## src/rtl/divisor_restador_4bits_pkg.sv

```systemverilog
// Shared definitions for the sequential restoring divider.
//   - estado_t : FSM state encoding (REPOSO, CALCULO, FIN)
//   - N_DEF    : default operand width
//   - cnt_w()  : iteration counter width for a given operand width
package divisor_restador_4bits_pkg;

   localparam int N_DEF = 4;

   typedef enum logic [1:0] {
      REPOSO  = 2'd0,
      CALCULO = 2'd1,
      FIN     = 2'd2
   } estado_t;

   function automatic int cnt_w(input int n);
      return $clog2(n + 1);
   endfunction

   localparam int CNT_W_DEF = cnt_w(N_DEF);

endpackage

```

## src/rtl/restador_completo.sv

```systemverilog
// One-bit full subtractor cell: diferencia = a - b - borrow_in.
// Ports:
//   a, b, borrow_in : operand bits and incoming borrow
//   diferencia      : difference bit
//   borrow_out      : borrow to the next more significant cell
module restador_completo (
   input  logic a,
   input  logic b,
   input  logic borrow_in,
   output logic diferencia,
   output logic borrow_out
);

   assign diferencia = a ^ b ^ borrow_in;
   assign borrow_out = (~a & b) | (~(a ^ b) & borrow_in);

endmodule

```

## src/rtl/restador_nbits.sv

```systemverilog
// W-bit ripple-borrow subtractor built from a chain of restador_completo
// cells: diferencia = a - b, borrow_out = 1 when b > a (unsigned).
// Ports:
//   a, b       : W-bit unsigned operands
//   diferencia : W-bit difference (modulo 2^W)
//   borrow_out : borrow out of the most significant cell
module restador_nbits #(
   parameter int W = 5
) (
   input  logic [W-1:0] a,
   input  logic [W-1:0] b,
   output logic [W-1:0] diferencia,
   output logic         borrow_out
);

   logic [W:0] borrow;

   assign borrow[0] = 1'b0;

   for (genvar i = 0; i < W; i++) begin : g_celda
      restador_completo u_celda (
         .a          (a[i]),
         .b          (b[i]),
         .borrow_in  (borrow[i]),
         .diferencia (diferencia[i]),
         .borrow_out (borrow[i+1])
      );
   end

   assign borrow_out = borrow[W];

endmodule

```

## src/rtl/divisor_restador_4bits.sv

```systemverilog
// Sequential restoring divider, one quotient bit per clock, with a
// start/done handshake.
//
//   state   | meaning
//   --------+-----------------------------------------------------------
//   REPOSO  | idle, waiting for inicio; operands latched on acceptance
//   CALCULO | iterating, one shift/subtract/restore step per edge
//   FIN     | result valid on Cociente/Residuo/div_cero, listo pulse
//
// Ports:
//   clk, reset           : clock, synchronous active-high reset
//   inicio               : start request, accepted in REPOSO
//   Dividendo, Divisor   : unsigned operands, latched on acceptance
//   Cociente, Residuo    : registered quotient and remainder
//   ocupado              : high while iterating
//   listo                : one-cycle completion pulse
//   div_cero             : last operation divided by zero
module divisor_restador_4bits
   import divisor_restador_4bits_pkg::*;
#(
   parameter int N = N_DEF
) (
   input  logic         clk,
   input  logic         reset,
   input  logic         inicio,
   input  logic [N-1:0] Dividendo,
   input  logic [N-1:0] Divisor,
   output logic [N-1:0] Cociente,
   output logic [N-1:0] Residuo,
   output logic         ocupado,
   output logic         listo,
   output logic         div_cero
);

   localparam int CW = cnt_w(N);

   estado_t       estado, estado_sig;
   logic [N-1:0]  q, d;
   logic [N:0]    r;
   logic [CW-1:0] cnt;

   logic [N:0]    r_desp, diff, r_sig;
   logic [N-1:0]  q_sig;
   logic          borrow;

   // After every restore R < D, so R's MSB is zero and drops out of the shift.
   assign r_desp = (r << 1) | {{N{1'b0}}, q[N-1]};

   restador_nbits #(.W(N + 1)) u_restador (
      .a          (r_desp),
      .b          ({1'b0, d}),
      .diferencia (diff),
      .borrow_out (borrow)
   );

   assign q_sig = {q[N-2:0], ~borrow};
   assign r_sig = borrow ? r_desp : diff;

   always_ff @(posedge clk) begin
      if (reset) estado <= REPOSO;
      else       estado <= estado_sig;
   end

   always_comb begin
      estado_sig = estado;
      case (estado)
         REPOSO:  if (inicio) estado_sig = (Divisor == '0) ? FIN : CALCULO;
         CALCULO: if (cnt == '0) estado_sig = FIN;
         FIN:     estado_sig = REPOSO;
         default: estado_sig = REPOSO;
      endcase
   end

   always_comb begin
      ocupado = (estado == CALCULO);
      listo   = (estado == FIN);
   end

   // Iteration counter runs down from N-1; the step taken at zero is the last.
   always_ff @(posedge clk) begin
      if (reset) begin
         q        <= '0;
         d        <= '0;
         r        <= '0;
         cnt      <= '0;
         Cociente <= '0;
         Residuo  <= '0;
         div_cero <= 1'b0;
      end else begin
         case (estado)
            REPOSO: begin
               if (inicio) begin
                  q   <= Dividendo;
                  d   <= Divisor;
                  r   <= '0;
                  cnt <= CW'(N - 1);
                  if (Divisor == '0) begin
                     Cociente <= '1;
                     Residuo  <= Dividendo;
                     div_cero <= 1'b1;
                  end
               end
            end
            CALCULO: begin
               q <= q_sig;
               r <= r_sig;
               if (cnt == '0) begin
                  Cociente <= q_sig;
                  Residuo  <= r_sig[N-1:0];
                  div_cero <= 1'b0;
               end else begin
                  cnt <= cnt - 1'b1;
               end
            end
            default: ;
         endcase
      end
   end

endmodule

```

## config.mk

```make
export PLATFORM = sky130hd
export DESIGN_NAME = divisor_restador_4bits
export DESIGN_NICKNAME = d
export VERILOG_FILES = /design/src/rtl/divisor_restador_4bits_pkg.sv /design/src/rtl/restador_completo.sv /design/src/rtl/restador_nbits.sv /design/src/rtl/divisor_restador_4bits.sv
export SDC_FILE = /design/constraint.sdc
export NUM_CORES = 1
export LEC_CHECK = 0
export ABC_AREA = 1
export CORE_MARGIN = 8
export CORE_UTILIZATION = 55
export DETAILED_ROUTE_END_ITERATION = 6
export PLACE_DENSITY = 0.79
export SYNTH_ARGS = -nofsm -noshare
export SYNTH_HDL_FRONTEND = slang
export SYNTH_SLANG_ARGS = --single-unit
```

## constraint.sdc

```tcl
create_clock -name clk -period 6.79 [get_ports clk]
set_clock_uncertainty 0.1 [all_clocks]
set_input_delay 0.679 -clock clk [delete_from_list [all_inputs] [get_ports clk]]
set_output_delay 0.679 -clock clk [all_outputs]
set_load 0.03 [all_outputs]
```

# Word level (Yosys, flattened, before mapping)
# Cells that the tools add are included.
[totals]
word_cells = 76
ff_bits = 26
inputBits = 11
[op_classes]
bitwise_logic = 28
reduce_logical = 9
eq_ne = 6
mux = 24
add_sub_neg = 1
[op_table]
columns = ["operator", "count"]
rows = [
  ["4-bit 2-to-1 mux", 9],
  ["4-bit case mux with 2 select lines", 4],
  ["1-bit inverter", 9],
  ["1-bit AND", 8],
  ["1-bit bitwise XOR", 7],
  ["2-bit 2-to-1 mux", 3],
  ["3-bit 2-to-1 mux", 2],
  ["2-bit inequality test, second input constant", 3],
  ["3-bit case mux with 2 select lines", 1],
  ["2-bit AND reduction", 3],
  ["5-bit by 1-bit OR with 5-bit output", 1],
  ["4-bit zero test", 1],
  ["2-bit case mux with 2 select lines", 1],
  ["4-bit AND reduction", 1],
  ["3-bit zero test", 1],
  ["1-bit 2-to-1 mux", 3],
  ["1-bit OR", 3],
  ["3-bit AND reduction", 1],
  ["3-bit by 1-bit subtractor with 3-bit output, second input constant", 1],
  ["2-bit by 1-bit equality test with 1-bit output, second input constant", 1],
  ["2-bit equality test, second input constant", 1],
  ["2-bit zero test", 1],
  ["2-bit by 1-bit inequality test with 1-bit output, second input constant", 1],
  ["1-bit case mux with 2 select lines", 1],
  ["2-bit nonzero test", 1],
]

# Logic depth before layout (Yosys ltp)
# Gate-level depths: netlist of run 1.
[depth]
depth_word = 13
ltp_mapped = 13
ltp_nobuf = 13

# By module
# Synthesis of run 1 repeated with hierarchy kept, for this count alone.
[hier_totals]
hier_cells = 200
area_unflattened_um2 = 1400.1
[by_module_without_submodules]
columns = ["mod", "area_each_um2", "cells_per_inst", "instances"]
rows = [
  ["divisor_restador_4bits", 1239.9, 179, 1],
  ["restador_completo", 31.3, 4, 5],
  ["restador_nbits", 3.8, 1, 1],
]

# Worst setup path before layout of run 1
# Ideal clock, no wire load.
[synth_path]
path_kind = "reg2reg"
from = "reg q[3]"
to = "reg Residuo[0]"
setup_time_ns = 0.064
arrival_time_ns = 1.980
setup_slack_ns = 4.646
stages_incl_launch_ff = 13
required_time_ns = 6.626
cell_sequence = "dfxtp_1 inv_1 ha_1 inv_1 fa_1 inv_1 fa_1 fa_1 nand2_1 nand3_1 nand3_1 nor2_1 nor2_1"
[synth_via]
elab_chain_cells = 13
elab_cells_between_ends = 14
classes_between = "mux: 3; bitwise: 11"
[synth_rtl]
columns = ["item", "line_no", "text"]
rows = [
  ["start, declared", "divisor_restador_4bits.sv:38", "logic [N-1:0] q, d;"],
  ["start signal, assigned", "divisor_restador_4bits.sv:93", "q <= Dividendo;"],
  ["start signal, assigned", "divisor_restador_4bits.sv:105", "q <= q_sig;"],
  ["5-bit by 1-bit OR with 5-bit output (*)", "divisor_restador_4bits.sv:47", "assign r_desp = (r << 1) | {{N{1'b0}}, q[N-1]};"],
  ["1-bit inverter", "restador_completo.sv:15", "assign borrow_out = (~a & b) | (~(a ^ b) & borrow_in);"],
  ["1-bit AND (2 in a row)", "restador_completo.sv:15", ""],
  ["1-bit OR", "restador_completo.sv:15", ""],
  ["1-bit AND", "restador_completo.sv:15", ""],
  ["1-bit OR", "restador_completo.sv:15", ""],
  ["1-bit AND", "restador_completo.sv:15", ""],
  ["1-bit OR", "restador_completo.sv:15", ""],
  ["1-bit AND", "restador_completo.sv:15", ""],
  ["4-bit 2-to-1 mux (*)", "divisor_restador_4bits.sv:57", "assign r_sig = borrow ? r_desp : diff;"],
  ["4-bit 2-to-1 mux (*)", "divisor_restador_4bits.sv:107", "if (cnt == '0) begin"],
  ["4-bit case mux with 2 select lines (*)", "divisor_restador_4bits.sv:90", "case (estado)"],
  ["end signal, assigned", "divisor_restador_4bits.sv:99", "Residuo <= Dividendo;"],
  ["end signal, assigned", "divisor_restador_4bits.sv:109", "Residuo <= r_sig[N-1:0];"],
  ["end, declared", "divisor_restador_4bits.sv:29", "output logic [N-1:0] Residuo,"],
]
# Mark *: on every way between the ends. The rest lies on a longest branch, timed or not. The select of a mux whose other input is x is not followed.
# A chain may end at the register's enable or synchronous reset.

# Worst setup path after layout of run 1
[layout_path]
from = "reg estado[0]"
to = "out ocupado"
[layout_via]
elab_chain_cells = 1
[layout_rtl]
columns = ["item", "line_no", "text"]
rows = [
  ["start, declared", "divisor_restador_4bits.sv:37", "estado_t estado, estado_sig;"],
  ["start signal, assigned", "divisor_restador_4bits.sv:61", "else estado <= estado_sig;"],
  ["2-bit by 1-bit equality test with 1-bit output", "divisor_restador_4bits.sv:75", "ocupado = (estado == CALCULO);"],
  ["end, declared", "divisor_restador_4bits.sv:30", "output logic ocupado,"],
]
# Every way passes these cells.

==> results of run 1 <==
-- worst max-delay path, delay by kind of cell, from the launching register on --
| kind | cells | cell delay, ns |
|---|---|---|
| buf+inv | 2 | 0.83 |
| flops | 1 | 0.42 |
| simple gates | 1 | 0.29 |
-- through the flow --
| step | std cells | instance area [sq um] | util, % | total power, mW | hold slack, ns |
|---|---|---|---|---|---|
| floorplan | 178 | 1280 | - | 0.301 | 0.353 |
| global placement | 223 | 1500 | 67.7 | 0.340 | 0.355 |
| detailed placement | 223 | 1500 | 67.7 | 0.346 | 0.369 |
| CTS | 226 | 1520 | 68.7 | 0.410 | 0.396 |
| global route | 226 | 1520 | 68.7 | 0.438 | 0.431 |
| finish | 226 | 1520 | 68.7 | 0.406 | 0.388 |
-- flip-flops by register name, indices dropped and copies added (netlist names) --
register and cells:
Cociente 4, d 4, cnt 3, q 4
r 4, Residuo 4, estado 2, div_cero 1
-- power by group --
group	internal, mW	switching, mW
clock network	0.0208	0.0432
logic	0.0560	0.0997
registers	0.173	0.0133
total	0.250	0.156
-- area by class of cell --
class,count,area (sq um),share of cell area [%]
Tap cell,28,35.0,2.30
Multi-Input combinational cell,126,649,42.7
Timing Repair Buffer,21,210,13.8
Clock buffer,3,22.5,1.48
Inverter,22,82.6,5.43
Sequential cell,26,520,34.2
-- synthesized netlist by cell type, drive strengths merged --
library cell  number  share of area (%)
nor2              39                 12
nand2             35                 12
dfxtp             26                 41
nand3             22                9.0
inv               21                6.1
o21ai             10                3.9
a31oi              8                3.9
a21oi              5                1.9
buf                4                2.5
fa                 3                4.7
ha                 3                2.9
clkinv             1               0.29
xnor2              1               0.68
-- per-layer routing --
| metal | GRT usage [%] | vias up |
|---|---|---|
| li1 | - | 609 |
| met3 | 4.88 | 2 |
| met5 | 0 | - |
| met4 | 6.81 | 0 |
| met2 | 25.2 | 44 |
| met1 | 17.8 | 542 |
-- final timing paths --
| check | start | end | cells after the start |
|---|---|---|---|
| setup reg to reg | q[3] | Residuo[1] | 12 |
| setup / recovery | estado[0] | ocupado | 3 |
| hold reg to reg | div_cero | div_cero | 2 |
| hold / removal | div_cero | div_cero | 2 |
-- cells by family after synthesis --
logic type / share of synthesized area (%)
buf+inv: 8.96
compound gates: 9.74
flops: 40.5
simple gates: 32.5
fa+ha+maj: 7.60
xor+xnor: 0.682
==> impl_metrics.json, run 1 <==
{
  "ys_seq_area_share_pct": 40.5,
  "area_growth_pct": 18.3,
  "worst_ep_required_time_ns": 6.01,
  "grt_antenna_before_repair": 0,
  "wl_per_cell_um": 13.2,
  "wl_met2_mm": 1.46,
  "rsz0062_at_grt": "false",
  "path_max_fanout": 15,
  "layout_commonest_cell": "nor2_1",
  "grt-ovfl-total": 0,
  "fmax_ghz": 0.380,
  "initial_core_util_pct": 58.1,
  "gp_congestion": 0.876,
  "cts_tree": "yes",
  "syn_avg_cell_area_sq_um": 7.22,
  "wl_mm": 2.99,
  "ctsHoldBuffers": 0,
  "syn_nets": 195,
  "hold_class": "reg2reg",
  "syn-cell-area_sq_um": 1280,
  "worst_slew_pin_slew_ns": 0.512,
  "cts_setup_buffers": 0,
  "clkSinkCount": 26,
  "coreArea_sq_um": 2210,
  "grt_pass1_vias": 1158,
  "period_needed_ns": 2.63,
  "die_h_um": 64.3,
  "ys_warn_count": 0,
  "cts_buffers": 3,
  "drt-initial-drc-count": 45,
  "layout_setup_ws_ns": 4.16,
  "end_kind": "output pin",
  "final_cell_mix": "nor2_1 (38), nand2_1 (32), dfxtp_1 (26)",
  "die_width_um": 64.3,
  "grt_usage_pct": 15.4,
  "post_cts_resized": 0,
  "cp-start-kind": "flip-flop",
  "r2r_setup_slack_ns": 4.36,
  "dpl.hpwl_mm": 2.29,
  "grt_max_degree": 20,
  "preCtsSetupSlack_ns": 4.38,
  "ant_nets": 0,
  "peakVddDrop_mv": 0.207,
  "cp_slowest_stage_delay_ns": 0.74,
  "clk_latency_ns": 0.32,
  "vias": 1197,
  "insertedDiodeCount": 0,
  "final_hold_viol_count": 0,
  "met1_length_mm": 1.29,
  "nets": 217,
  "ioPinCount": 22,
  "htreeDepth": 1,
  "std_cell_rows": 17,
  "ctsLongestPathBuffers": 2,
  "dieArea_sq_um": 4140,
  "viasPerCell": 5.30,
  "netlist_instances": 178,
  "drive_above_1_share_pct": 5.05,
  "setup_tns_ns": 0,
  "status": "complete, no violations",
  "worst_path_max_delay_cell": "clkdlybuf4s50_1",
  "slew_violations": 0,
  "max_slew_margin_pct": 65.8,
  "top_layer": "met4",
  "path_class": "reg2out",
  "synth-seq-cells": 26,
  "maxCapViolations": 0,
  "power_density_nw_per_um2": 267,
  "cts.clk_slew.worst_paths_ns": 0.12,
  "finalCritPeriodShare_pct": 38.8,
  "setup_violations": 0,
  "wl_met3_um": 207,
  "drc": 0,
  "grt_first_pass_wirelength_mm": 5.10,
  "p_leak_nw": 0.672,
  "ys_types": 19,
  "portBuffers": 21,
  "arrival_ns": 1.85,
  "clk_root_buffer_cell": "clkbuf_4",
  "crit_chain": "inv_2 -> nor2_4 -> clkdlybuf4s50_1",
  "drt-pass1-iter-count": 4,
  "fillers": 198
}
No activity file was read; power rests on OpenSTA's default activity.
==> inputs of run 2 (changes only) <==
--- a/config.mk
+++ b/config.mk
@@ -7,9 +7,9 @@
 export LEC_CHECK = 0
 export ABC_AREA = 1
 export CORE_MARGIN = 8
-export CORE_UTILIZATION = 55
+export CORE_UTILIZATION = 51
 export DETAILED_ROUTE_END_ITERATION = 6
-export PLACE_DENSITY = 0.79
+export PLACE_DENSITY = 0.74
 export SYNTH_ARGS = -nofsm -noshare
 export SYNTH_HDL_FRONTEND = slang
 export SYNTH_SLANG_ARGS = --single-unit
==> constraint.sdc (replaced) <==
create_clock -name clk -period 2.66 [get_ports clk]
set_clock_uncertainty 0.1 [all_clocks]
set_input_delay 0.266 -clock clk [delete_from_list [all_inputs] [get_ports clk]]
set_output_delay 0.266 -clock clk [all_outputs]
set_load 0.03 [all_outputs]
==> impl_metrics.json, run 2 (synthesis results as in run 1) <==
{
  "grt-ovfl-total": 0,
  "clk_latency_ns": 0.32,
  "slew_violations": 0,
  "cp_num_buf_inv": 3,
  "vias": 1163,
  "cp-start-kind": "flip-flop",
  "path_class": "reg2reg",
  "period_needed_ns": 2.39,
  "power_density_nw_per_um2": 694,
  "timing.rr.start": "q[3]",
  "clkSinkCount": 26,
  "cp_slowest_stage_delay_ns": 0.40,
  "layout_commonest_cell": "nor2_1",
  "drt-pass1-iter-count": 4,
  "cts.clk_slew.worst_paths_ns": 0.15,
  "fillers": 227,
  "cp_top_family": "adder cells",
  "dpl.hpwl_mm": 2.07,
  "insertedDiodeCount": 0,
  "end_kind": "flip-flop",
  "clk_root_buffer_cell": "clkbuf_4",
  "final_cell_mix": "nor2_1 (38), nand2_1 (32), dfxtp_1 (26)",
  "viasPerCell": 5.08,
  "gp_congestion": 0.847,
  "drive_above_1_share_pct": 5.53,
  "fin_hold_ws_ns": 0.388,
  "path_max_fanout": 6,
  "placed_cells": 225,
  "grt_first_pass_wirelength_mm": 4.56,
  "crit_chain": "inv_1 -> ha_1 -> inv_1 -> fa_1 -> inv_1 -> fa_1 -> fa_1 -> nand2_1 -> nand3_1 -> nand3_1 -> nor2_1 -> nor2_1",
  "initial_core_util_pct": 52.8,
  "maxCapViolations": 0,
  "grt_max_degree": 20,
  "grt_antenna_before_repair": 0,
  "ant_nets": 0,
  "portBuffers": 21,
  "fin_util_pct": 63.2,
  "status": "complete, no violations",
  "fin_total_pwr_mw": 1.07,
  "worstHoldStart": "Cociente[1]",
  "cts_buffers": 3,
  "die_width_um": 66.2,
  "nets": 217,
  "setup_violations": 0,
  "final_hold_viol_count": 0,
  "final_cells": 229,
  "std_cell_rows": 18,
  "rsz0062_at_grt": "false",
  "coreArea_sq_um": 2430,
  "peakVddDrop_mv": 0.418,
  "r2r_setup_slack_ns": 0.27,
  "finalCritPeriodShare_pct": 89.9,
  "dieArea_sq_um": 4380,
  "grt_usage_pct": 12.6,
  "htreeDepth": 1,
  "grt_pass1_vias": 1047,
  "worst_path_max_delay_cell": "fa_1",
  "ctsLongestPathBuffers": 2,
  "fmax_ghz": 0.418,
  "worst_slew_pin_slew_ns": 0.514,
  "cts_tree": "yes",
  "setup_tns_ns": 0,
  "max_slew_margin_pct": 65.6,
  "post_cts_resized": 0,
  "crit_start": "q[3]",
  "ioPinCount": 22,
  "die_h_um": 66.2,
  "drt-initial-drc-count": 95,
  "area_growth_pct": 19.6,
  "cts_setup_buffers": 0,
  "wl_mm": 2.71,
  "arrival_ns": 2.55,
  "wl_per_cell_um": 11.8,
  "drc": 0,
  "p_leak_nw": 0.679,
  "hold_class": "reg2reg",
  "ctsHoldBuffers": 0,
  "worst_ep_required_time_ns": 2.82
}
-- run 2: path summary, 6_finish.rpt --
kind,endpoint,depth (start not counted)
max reg2reg,Residuo[3],12
min reg2reg,Cociente[1],2
max,Residuo[3],12
min,Cociente[1],2
-- run 2: cell type report --
cell class / count / area [sq um] / area share [%]
Timing Repair Buffer: 21 / 210 / 13.7
Sequential cell: 26 / 520 / 33.9
Inverter: 22 / 82.6 / 5.37
Clock buffer: 4 / 36.3 / 2.36
Multi-Input combinational cell: 126 / 649 / 42.3
Tap cell: 30 / 37.5 / 2.44
-- run 2: routing by layer --
layer  share of wire [%]  global-route usage (%)  wire length (um)  up-vias
met2                  44                    21.1              1190       49
met5                   0                       0                 0        -
met4                   0                    3.20                 0        0
met3                 8.9                    3.05               242        0
met1                  47                    15.8              1270      502
li1                    -                       -                 -      612
-- run 2: report_power, final --
part	switching (mW)	internal (mW)
registers	0.0320	0.443
logic	0.249	0.142
clock network	0.117	0.0836
total	0.398	0.668
-- run 2: metrics by stage --
| stage | worst slack (ns) | instance area (sq um) |
|---|---|---|
| 4_1_cts | 0.270 | 1540 |
| 3_3_place_gp | 0.394 | 1500 |
| 5_1_grt | 0.141 | 1540 |
| 6_report | 0.269 | 1540 |
| 2_1_floorplan | 0.516 | 1280 |
| 3_5_place_dp | 0.312 | 1500 |
-- run 2: worst reg2reg max path, delay by kind of cell (launching register included) --
kind                       cells  cell delay (ns)
buffers and inverters          3             0.17
and+or+nand+nor                5             0.59
DFF                            1             0.37
adders and majority gates      4             1.12
==> RTL change 1, RTL diff (config.mk and constraints of run 1) <==
Make the reset (`reset`) asynchronous in 2 clocked blocks. Comments in the files are not updated.
--- a/src/rtl/divisor_restador_4bits.sv
+++ b/src/rtl/divisor_restador_4bits.sv
@@ -56,7 +56,7 @@
    assign q_sig = {q[N-2:0], ~borrow};
    assign r_sig = borrow ? r_desp : diff;
 
-   always_ff @(posedge clk) begin
+   always_ff @(posedge clk or posedge reset) begin
       if (reset) estado <= REPOSO;
       else       estado <= estado_sig;
    end
@@ -77,7 +77,7 @@
    end
 
    // Iteration counter runs down from N-1; the step taken at zero is the last.
-   always_ff @(posedge clk) begin
+   always_ff @(posedge clk or posedge reset) begin
       if (reset) begin
          q        <= '0;
          d        <= '0;
Formal check against the unedited RTL: differs if reset is asserted again (counterexample within 4 cycles, from zero or initial values and one cycle with reset high); with reset held inactive, the same outputs for 10 cycles.
==> RTL change 1 against run 1 <==
  * Routed wire length decreased by 4.4%
  * Final cell count fell by 9.3%
  * Global-route usage decreased by 0.45 points
  * Register-to-register slack got worse by 0.08 ns
  * Worst setup slack worse by 0.0024 ns
  * Sequential cell count did not move
  * Area after synthesis rose by 3.2%
  * Design area up 3.5%
  * Critical path type unchanged
Power is not compared: it rests on default switching activity, and its combinational part moved more than twofold at a synthesized area within 25%.
==> RTL change 1: results (changes against run 1) <==
Run status
  • Status: completed

Route
  • Iteration-0 DRC Markers: 41 (-8.9%)
  • Routed len/inst: 13.9 µm (+5.4%)
  • Via count: 1095 (-8.5%)
  • First-pass detailed-route iteration total: 4 (unchanged)

Pwr
  • Reported sequential group power: 0.268 mW

Place
  • Port-buffer cells: 21 (unchanged)
  • Placed cell areas: 0.00154 mm² (+2.7%)
  • Detailed placement HPWL: 2.09 mm (-8.8%)
  • RePlAce Congestion: 1.05 (+20%)

Timing
  • Worst Tran Pin Value: 0.982 ns (+0.470 ns)
  • Max Slew Vio Count: 0 (unchanged)
  • Hold_ws: 0.405 ns (+0.0163 ns)

Synthesis
  • Top cells by area, synth: dfrtp_1 49%, nand2_1 13%, inv_1 6.5%, fa_1 4.5%, nand3_1 4.5%
  • Syn_nets: 173 (-11%)
  • Synth cell types: 20 (+1)
  • Top post-synthesis cells by count: 46 x nand2_1, 26 x dfrtp_1, 23 x inv_1
  • Ys async rst share: 100% (+100 points)
  • Post-synthesis sequential area ratio: 49.1% (+8.6 points)

Worst setup path
  • Crit path max fanout: 12 (-3)
  • RR Startpoint: q[3]
  • Reg-to-reg slack, setup: 4.28 ns (-0.08 ns)
  • Worst Setup SP: estado[0]
  • R2R cell count: 10 (-2)
  • RR Endpoint: Residuo[3]

Layout
  • Synth-to-layout area growth: 18.7%
  • Final Net Count: 195 (-10%)
  • Layout cells sized above 1: 8.47% (+3.4 points)

Clocking
  • Setup repair bufs after CTS: 0 (unchanged)
  • Clock slew at reported path FFs: 0.15 ns (+0.03 ns)
  • # resized after CTS: 0 (unchanged)
  • CTS buffer count: 3 (unchanged)

Global routing
  • Pin count of the biggest net entering global routing: 27 (+35%)
  • First-pass GRT wire length: 5.18 mm (+1.5%)
  • Gr usage total: 14.9% (-0.45 points)

Job
  • Max_cap viols: 0 (unchanged)
RTL change 1: cell count changes after synthesis, moves of 8 or more:
| cell | change |
|---|---|
| nor2_1 | -26 |
| nand2_1 | +14 |
| dfxtp_1 | -26 |
| a31oi_1 | -8 |
| nand3_1 | -9 |
| dfrtp_1 | +26 |
RTL change 1: cells by family after synthesis:
kind of cell / after synthesis / synth area share, %
adders and majority gates: 6 / 7.36
and+or+nand+nor: 75 / 23.7
AOI/OAI and AO/OA: 20 / 9.91
xor gates and xnor gates: 1 / 0.660
buffers and inverters: 28 / 9.34
DFF: 26 / 49.1
RTL change 1: cell type report:
| cell class | count | share of cell area, % |
|---|---|---|
| Clock buffer | 4 | 2.31 |
| Inverter | 24 | 5.72 |
| Multi-Input combinational cell | 102 | 35.1 |
| Sequential cell | 26 | 41.3 |
| Tap cell | 28 | 2.23 |
| Timing Repair Buffer | 21 | 13.4 |
RTL change 1: how the worst min path moves through the flow:
stage / from / to / cells past startpoint
2_1_floorplan: d[0] / d[0] / 2
3_3_place_gp: Cociente[0] / Cociente[0] / 2
3_5_place_dp: Cociente[3] / Cociente[3] / 2
4_1_cts: Cociente[3] / Cociente[3] / 2
5_1_grt: Residuo[2] / Residuo[2] / 2
6_report: Cociente[3] / Cociente[3] / 2
RTL change 1: per-stage QoR:
stage	worst slack (ns)	power, mW	std cells
floorplan	4.51	0.625	156
global placement	4.42	0.726	201
detailed placement	4.31	0.750	201
CTS	4.16	0.830	205
global route	4.09	0.913	205
finish	4.15	0.829	205
RTL change 1: metal layers:
layer  part of all wire (%)  wire length, µm  vias to the layer above  track usage (%)
met5                      0                0                        -                0
met4                    1.8               51                        0             6.27
li1                       -                -                      523                -
met3                    7.5              214                        7             4.07
met2                     47             1340                       39             24.7
met1                     44             1250                      526             17.9
==> RTL change 2, RTL diff (flow settings as in run 1) <==
Made on the original files. Set the package constant `N_DEF` to 2 (it was 4).
--- a/src/rtl/divisor_restador_4bits_pkg.sv
+++ b/src/rtl/divisor_restador_4bits_pkg.sv
@@ -4,7 +4,7 @@
 //   - cnt_w()  : iteration counter width for a given operand width
 package divisor_restador_4bits_pkg;
 
-   localparam int N_DEF = 4;
+   localparam int N_DEF = 2;
 
    typedef enum logic [1:0] {
       REPOSO  = 2'd0,
Ports: changed (resized Cociente, Dividendo, Divisor and Residuo); port bits go from 22 to 14. No check against the original RTL was run, so the function may have changed too.
==> RTL change 2 against run 1 <==
  * Global-route usage is 2.1 points lower
  * Power is 50% lower
  * Area after synthesis is 43% lower
  * Worst setup slack better by 0.13 ns
  * Design area is 40% lower
  * Sequential cell count is 11 lower
  * Routed wire length is 46% lower
  * Via count is 42% lower
  * Worst hold slack worse by 0.039 ns
  * Fmax is 5.3% higher
  * Sequential power is 47% lower
==> RTL change 2: results (changes against run 1) <==
Run status
  • Status: completed

Route
  • Top sig layer: met4
  • Routed wire length: 1.62 mm (-46%)
  • Via count: 692 (-42%)
  • Iteration-0 DRC Markers: 17 (-62%)
  • Met2 Wirelength: 800 µm (-45%)
  • Post-Route M1 WL: 690 µm (-46%)
  • Met3 WL post-DR: 98 µm (-53%)

Hold path
  • Hold path startpoint: Cociente[1]
  • Hold worst-path end: Cociente[1]

Layout
  • Layout cells sized above 1: 10.0% (+4.9 points)
  • Final Net Count: 131 (-40%)

Worst setup path
  • Reg-to-reg slack, setup: 5.15 ns (+0.79 ns)
  • Crit path max fanout: 8 (-7)
  • R2R cell count: 8 (-4)
  • Slowest cell on the critical path: clkdlybuf4s50_1
  • Crit-path max cell delay: 0.71 ns (-0.03 ns)
  • RR Startpoint: q[1]
  • Arrival time at the worst endpoint: 1.72 ns (-0.13 ns)

Clocking
  • Clock slew at reported path FFs: 0.09 ns (-0.03 ns)
  • Clock Latency Late Sink: 0.29 ns (-0.03 ns)
  • H-tree Lvls: 1 (unchanged)

Place
  • Detailed placement HPWL: 1.21 mm (-47%)

Synthesis
  • Complex-gate fraction of the synthesized area: 10.7% (+0.94 points)
  • Xor/xnor share of the synthesized area: 0% (-0.68 points)
  • Syn_nets: 113 (-42%)
  • Synth cell types: 18 (-1)
  • Top post-synthesis cells by count: 18 x nand2_1, 18 x nor2_1, 17 x inv_1
  • Post-synthesis sequential area ratio: 40.7% (+0.17 points)
  • Adder-Cell Fraction of Synth Area: 6.10% (-1.5 points)

Pwr
  • Leak: 0.407 nW (-39%)
  • Peak supply drop: 0.143 mV (-31%)
  • Clk pwr: 0.0521 mW (-19%)
  • Logic pwr share: 25.3% (-13 points)
  • Net Sw Power: 0.0660 mW (-58%)

Global routing
  • First-pass GRT wire length: 2.78 mm (-45%)
  • Gr usage total: 13.3% (-2.1 points)
  • Pin count of the biggest net entering global routing: 10 (-50%)
  • Global-route met2 utilization: 21.7% (-3.5 points)
  • Vias in the first global route: 648 (-44%)
  • Met3 Use GR: 4.55% (-0.33 points)
  • GRT met1 Usage: 14.5% (-3.3 points)

Timing
  • Final Setup Violations: 0 (unchanged)
  • Max_slew headroom: 78.4% (+13 points)
[RTL change 2: cells by family (layout without fill, tap and decap cells)]
| kind of cell | Yosys count | in the layout |
|---|---|---|
| adders and majority gates | 3 | 3 |
| DFF | 15 | 15 |
| buffers and inverters | 19 | 36 |
| and+or+nand+nor | 52 | 52 |
| AOI/OAI and AO/OA | 14 | 14 |
[RTL change 2: stage by stage]
step	cells	worst slack, ns	hold WS (ns)	cell area (µm²)	total power [mW]
2_1_floorplan	103	5.14	0.354	738	0.135
3_3_place_gp	131	4.65	0.334	887	0.152
3_5_place_dp	131	4.61	0.341	887	0.153
4_1_cts	135	4.29	0.356	915	0.204
5_1_grt	135	4.19	0.385	915	0.217
6_report	135	4.29	0.349	915	0.203
[RTL change 2: cell type report]
type                    instances  area, µm²
inverters                      19       71.3
clock inverters                 1       5.00
flip-flops and latches         15        300
repair buffers                 13        130
well taps                      15       18.8
multi-input cells              69        367
clock buffers                   3       22.5
fillers                       127        370
